[src/rtl/count_display_driver.sv]
// Samples a 4-bit up/down counter, scans its decimal value (00-15) onto a two-digit
// multiplexed 7-segment display with leading-zero suppression, and tallies wrap-arounds.
module count_display_driver #(
    parameter int SCAN_DIV     = 4,
    parameter int BLANK_CYCLES = 1
) (
    input  logic       clk,
    input  logic       reset,
    input  logic [3:0] count,
    input  logic       down_counting_boolean,
    output logic [6:0] seg,
    output logic [1:0] digit_en,
    output logic       wrap_pulse,
    output logic [7:0] wrap_total
);

    localparam int TMAX = (SCAN_DIV > BLANK_CYCLES) ? SCAN_DIV : BLANK_CYCLES;
    localparam int TW   = (TMAX > 1) ? $clog2(TMAX) : 1;
    localparam logic [TW-1:0] SCAN_LAST  = TW'(SCAN_DIV - 1);
    localparam logic [TW-1:0] BLANK_LAST = (BLANK_CYCLES > 0) ? TW'(BLANK_CYCLES - 1) : TW'(0);
    localparam logic          HAS_BLANK  = (BLANK_CYCLES > 0) ? 1'b1 : 1'b0;

    typedef enum logic [2:0] {
        ST_LOAD    = 3'd0,
        ST_SHOW_T  = 3'd1,
        ST_BLANK_A = 3'd2,
        ST_SHOW_U  = 3'd3,
        ST_BLANK_B = 3'd4
    } state_t;

    // Decimal digit to {g,f,e,d,c,b,a}; non-decimal codes stay dark.
    function automatic logic [6:0] seg_code(input logic [3:0] digit);
        logic [6:0] code;
        case (digit)
            4'd0:    code = 7'h3F;
            4'd1:    code = 7'h06;
            4'd2:    code = 7'h5B;
            4'd3:    code = 7'h4F;
            4'd4:    code = 7'h66;
            4'd5:    code = 7'h6D;
            4'd6:    code = 7'h7D;
            4'd7:    code = 7'h07;
            4'd8:    code = 7'h7F;
            4'd9:    code = 7'h6F;
            default: code = 7'h00;
        endcase
        return code;
    endfunction

    logic [3:0]    r_count_q;
    logic          r_valid;
    logic          r_wrap_pulse;
    logic [7:0]    r_wrap_total;
    state_t        r_state;
    logic [TW-1:0] r_timer;
    logic          r_tens;
    logic [3:0]    r_units;
    logic [6:0]    r_seg;
    logic [1:0]    r_digit_en;

    logic       w_tens;
    logic [3:0] w_units;
    logic       w_up_wrap;
    logic       w_down_wrap;
    logic       w_wrap;

    assign w_tens      = (r_count_q >= 4'd10);
    assign w_units     = w_tens ? (r_count_q - 4'd10) : r_count_q;
    assign w_up_wrap   = r_valid && (r_count_q == 4'd15) && (count == 4'd0)  && !down_counting_boolean;
    assign w_down_wrap = r_valid && (r_count_q == 4'd0)  && (count == 4'd15) &&  down_counting_boolean;
    assign w_wrap      = w_up_wrap || w_down_wrap;

    // Input sampling, wrap strobe and saturating wrap tally.
    always_ff @(posedge clk) begin
        if (reset) begin
            r_count_q    <= 4'd0;
            r_valid      <= 1'b0;
            r_wrap_pulse <= 1'b0;
            r_wrap_total <= 8'd0;
        end else begin
            r_count_q    <= count;
            r_valid      <= 1'b1;
            r_wrap_pulse <= w_wrap;
            if (w_wrap && (r_wrap_total != 8'd255)) begin
                r_wrap_total <= r_wrap_total + 8'd1;
            end else begin
                r_wrap_total <= r_wrap_total;
            end
        end
    end

    // Scan FSM; seg/digit_en are loaded with the values of the state being entered.
    always_ff @(posedge clk) begin
        if (reset) begin
            r_state    <= ST_LOAD;
            r_timer    <= TW'(0);
            r_tens     <= 1'b0;
            r_units    <= 4'd0;
            r_seg      <= 7'h00;
            r_digit_en <= 2'b00;
        end else begin
            case (r_state)
                ST_LOAD: begin
                    r_tens     <= w_tens;
                    r_units    <= w_units;
                    r_timer    <= TW'(0);
                    r_state    <= ST_SHOW_T;
                    r_seg      <= w_tens ? 7'h06 : 7'h00;
                    r_digit_en <= w_tens ? 2'b10 : 2'b00;
                end
                ST_SHOW_T: begin
                    if (r_timer == SCAN_LAST) begin
                        r_timer <= TW'(0);
                        if (HAS_BLANK) begin
                            r_state    <= ST_BLANK_A;
                            r_seg      <= 7'h00;
                            r_digit_en <= 2'b00;
                        end else begin
                            r_state    <= ST_SHOW_U;
                            r_seg      <= seg_code(r_units);
                            r_digit_en <= 2'b01;
                        end
                    end else begin
                        r_timer <= r_timer + TW'(1);
                    end
                end
                ST_BLANK_A: begin
                    if (r_timer == BLANK_LAST) begin
                        r_timer    <= TW'(0);
                        r_state    <= ST_SHOW_U;
                        r_seg      <= seg_code(r_units);
                        r_digit_en <= 2'b01;
                    end else begin
                        r_timer <= r_timer + TW'(1);
                    end
                end
                ST_SHOW_U: begin
                    if (r_timer == SCAN_LAST) begin
                        r_timer    <= TW'(0);
                        r_seg      <= 7'h00;
                        r_digit_en <= 2'b00;
                        if (HAS_BLANK) begin
                            r_state <= ST_BLANK_B;
                        end else begin
                            r_state <= ST_LOAD;
                        end
                    end else begin
                        r_timer <= r_timer + TW'(1);
                    end
                end
                ST_BLANK_B: begin
                    if (r_timer == BLANK_LAST) begin
                        r_timer <= TW'(0);
                        r_state <= ST_LOAD;
                    end else begin
                        r_timer <= r_timer + TW'(1);
                    end
                    r_seg      <= 7'h00;
                    r_digit_en <= 2'b00;
                end
                default: begin
                    r_state    <= ST_LOAD;
                    r_timer    <= TW'(0);
                    r_seg      <= 7'h00;
                    r_digit_en <= 2'b00;
                end
            endcase
        end
    end

    assign seg        = r_seg;
    assign digit_en   = r_digit_en;
    assign wrap_pulse = r_wrap_pulse;
    assign wrap_total = r_wrap_total;

endmodule

[config.mk]
export PLATFORM = sky130hd
export DESIGN_NAME = count_display_driver
export DESIGN_NICKNAME = d
export VERILOG_FILES = /design/src/rtl/count_display_driver.sv
export SDC_FILE = /design/constraint.sdc
export NUM_CORES = 1
export LEC_CHECK = 0
export CELL_PAD_IN_SITES_DETAIL_PLACEMENT = 2
export CELL_PAD_IN_SITES_GLOBAL_PLACEMENT = 2
export CORE_ASPECT_RATIO = 0.5
export CORE_MARGIN = 2
export CORE_UTILIZATION = 36
export DETAILED_ROUTE_END_ITERATION = 10
export HOLD_SLACK_MARGIN = 0.05
export PLACE_DENSITY = 0.91
export SYNTH_ARGS = -nofsm -noshare
export SYNTH_HDL_FRONTEND = slang
export SYNTH_SLANG_ARGS = --single-unit
export TNS_END_PERCENT = 20
[constraint.sdc]
create_clock -name clk -period 3 [get_ports clk]
set_input_delay 0.3 -clock clk [delete_from_list [all_inputs] [get_ports clk]]
set_output_delay 0.3 -clock clk [all_outputs]
set_load 0.01 [all_outputs]
==> results of run 1 <==
routing by layer:
metal,track usage [%],vias to the layer above
li1,-,767
met1,25.98,799
met2,41.13,31
met3,4.643,15
met4,11.11,0
met5,0,-
cell type report:
| class | count | area share, % |
|---|---|---|
| clock buffer | 5 | 3.034 |
| clock inverter | 3 | 1.930 |
| inverter | 9 | 1.489 |
| multi-input combinational | 146 | 43.68 |
| sequential | 39 | 34.42 |
| tap | 70 | 3.861 |
| timing repair buffer | 27 | 11.58 |
worst max-delay path by stage:
stage,end,startpoint,depth (start not counted),slack (ns)
floorplan,flip-flop,r_state[1]$_SDFFE_PP0P_,8,1.07
global placement,wrap_total[5]$_SDFFE_PP0P_,count[3],6,0.62
detailed placement,wrap_total[5]$_SDFFE_PP0P_,count[3],6,0.47
CTS,flip-flop,r_state[0]$_SDFFE_PP0P_,7,0.48
global route,flip-flop,r_state[0]$_SDFFE_PP0P_,7,0.32
finish,flip-flop,r_state[0]$_SDFFE_PP0P_,7,0.44
metrics by stage:
stage / util, % / hold WS, ns
6_report: 46.20 / 0.4797
5_1_grt: 46.20 / 0.5164
4_1_cts: 46.20 / 0.4823
3_5_place_dp: 43.91 / 0.4702
3_3_place_gp: 43.91 / 0.4414
2_1_floorplan: - / 0.4271
power by group:
part	total (mW)	switching (mW)	leakage (nW)	internal [mW]
sequential	0.552	0.0161	0.318	0.536
clock	0.452	0.204	0.0581	0.248
combinational	0.0917	0.0536	0.490	0.0381
total	1.10	0.274	0.867	0.822
cells by family after synthesis:
group,count (synthesis)
compound gates,46
xor+xnor,4
fa+ha+maj,11
buf+inv,17
flops,39
mux,4
simple gates,81
cell usage in the layout, fill, tap and decap left out, drive strengths merged, types with 4 or more instances in the layout:
master	n
dfxtp	39
clkdlybuf4s50	24
nor2	22
nand2	22
a21oi	14
ha	11
inv	9
o21ai	8
nor2b	6
nand3	5
a22oi	5
clkbuf	5
nor3	5
or3	4
critical path: cells and delay by family (launching register included):
| family | cells | cell delay (ns) |
|---|---|---|
| flops | 1 | 0.44 |
| compound gates | 2 | 0.66 |
| buf+inv | 1 | 0.16 |
| fa+ha+maj | 1 | 0.35 |
| simple gates | 3 | 0.85 |
==> flow_metrics.py, run 1 <==
metrics = {
    "timing": {
        "final_max_slew_viol_count": 0,
        "tightestPinTransition_ns": 0.7397,
        "fmax_mhz": 391.1,
        "fin_crit_ns": 2.557,
        "rsz0062_at_grt": "false",
        "setup_viol": 0,
        "hold_viol_final": 0,
        "slew_headroom_pct": 50.28,
        "setup_slack_ns": 0.4433,
        "final.setup.tns_ns": 0,
        "fin_skew_ns": 0.004945,
        "post-route-period-util_pct": 85.22,
    },
    "critical_path": {
        "critPathCaptureType": "flip-flop",
        "slowest_delay_ns": 0.60,
        "crit_type": "flip-flop to flip-flop",
        "crit_chain": "nor3_1 > nand2_1 > a21oi_1 > inv_1 > ha_1 > nand2_1 > a31o_2",
        "path_max_fanout": 12,
        "reg2reg_slack_ns": 0.44,
        "startpoint_type": "flip-flop",
        "r2r_cells": 7,
        "r2r-start": "r_state[0]$_SDFFE_PP0P_",
        "worstPathArrival_ns": 2.76,
        "crit_path_frequent_cell": "nand2_1",
        "cp_slowest_cell": "nor3_1",
        "worstPathRequired_ns": 3.20,
    },
    "logic_synthesis": {
        "synth-simple-area-share_pct": 24.11,
        "ys_seq_area_share_pct": 42.51,
        "synth.avg_cell_area_um2": 9.093,
        "ys_top_cells_by_count": "dfxtp_1, nor2_1, nand2_1",
        "yosys_register_bits": 39,
        "synth_top_area_share_pct": 42.51,
        "yosysWarnings": 0,
        "synth_mux_area_share_pct": 2.248,
        "synth_top_family_by_area": "simple AND/OR/NAND/NOR gates",
        "synthAdderAreaFrac_pct": 7.493,
        "synth_enable_flop_cells": 0,
        "synthCells": 202,
        "synth_xor_area_share_pct": 1.907,
        "syn-num-nets": 220,
        "yosysMostFrequentCell": "dfxtp_1",
        "synth_compound_area_share_pct": 18.19,
        "async_flop_share_pct": 0,
        "synth_ff_type": "dfxtp_1",
        "synth_top_area_cell": "dfxtp_1",
        "synth_area_leaders": "dfxtp_1, ha_1, nor2_1",
        "netlist_area_um2": 1837,
        "yosysUniqueCellTypes": 49,
    },
    "run_status": {
        "status": "completed",
    },
    "finish": {
        "syn2layout_area_growth_pct": 23.50,
        "antenna_cells": 0,
        "final_nets": 246,
        "drive_gt1_share_pct": 11.35,
        "instances_no_fill": 299,
        "multi_input_area_um2": 991.0,
        "final_area_um2": 2268,
        "regArea_um2": 780.7,
        "fillers": 548,
    },
    "detailed_routing": {
        "first_pass_iters": 4,
        "drt-initial-drc-count": 80,
        "dr.max_layer_used": "met4",
        "route.met3.wl_um": 172,
        "vias": 1612,
        "routed_wl_mm": 5.985,
        "route.detailed.drc": 0,
        "drt-met1-wl_mm": 2.669,
        "met2_length_mm": 2.982,
        "viasPerCell": 5.391,
        "ant_nets": 0,
        "routedWlPerCell_um": 20.02,
    },
    "cts": {
        "cts_buffer_depth": 2,
        "cts-buffers-inserted": 5,
        "ctsRootBufferMaster": "clkbuf_8",
        "clk_latency_ns": 0.30,
        "clkTransAtPathRegs_ns": 0.08,
        "cts_setup_buffers": 0,
        "htreeDepth": 2,
        "cts_tree": "done",
        "cts_resized": 0,
        "hold_buffers": 0,
        "cts_sinks": 39,
    },
    "global_routing": {
        "grt_usage_pct": 22.35,
        "grt_antenna_before_repair": 0,
        "grt_max_degree": 17,
        "grt_pass1_vias": 1720,
        "grt.overflow.total": 0,
        "grt_pass1_wl_mm": 9.390,
    },
    "hold_path": {
        "hold_end": "seg[2]$_SDFFE_PP0P_",
        "hp-class": "flip-flop to flip-flop",
        "hold_path_depth": 2,
    },
    "die": {
        "coreArea_um2": 4910,
        "die_x_um": 105.0,
        "die_y_um": 54.51,
        "rows": 18,
        "dieArea_um2": 5724,
        "io-pin-count": 25,
        "initial_core_util_pct": 37.41,
    },
    "place": {
        "dp_hpwl_mm": 3.991,
        "placed_area_um2": 2156,
        "post-place-ws_ns": 0.4728,
        "place.gp.congestion": 0.7666,
        "placedCellCount": 291,
        "io_buffer_count": 24,
    },
    "power_and_ir_drop": {
        "cellPowerDensity_nw_per_um2": 483.0,
        "p_leak_nw": 0.8668,
        "p_total_mw": 1.096,
        "ir_worst_vdd_mv": 0.2001,
    },
    "job": {
        "drv_cap": 0,
    },
}
(Power assumes the default switching activity.)
==> inputs of run 2 (changes only) <==
SKIP_LAST_GASP = 1   (was unset)
==> results of run 2 <==
No change in the layout: final DEF, timing and power equal those of run 1.
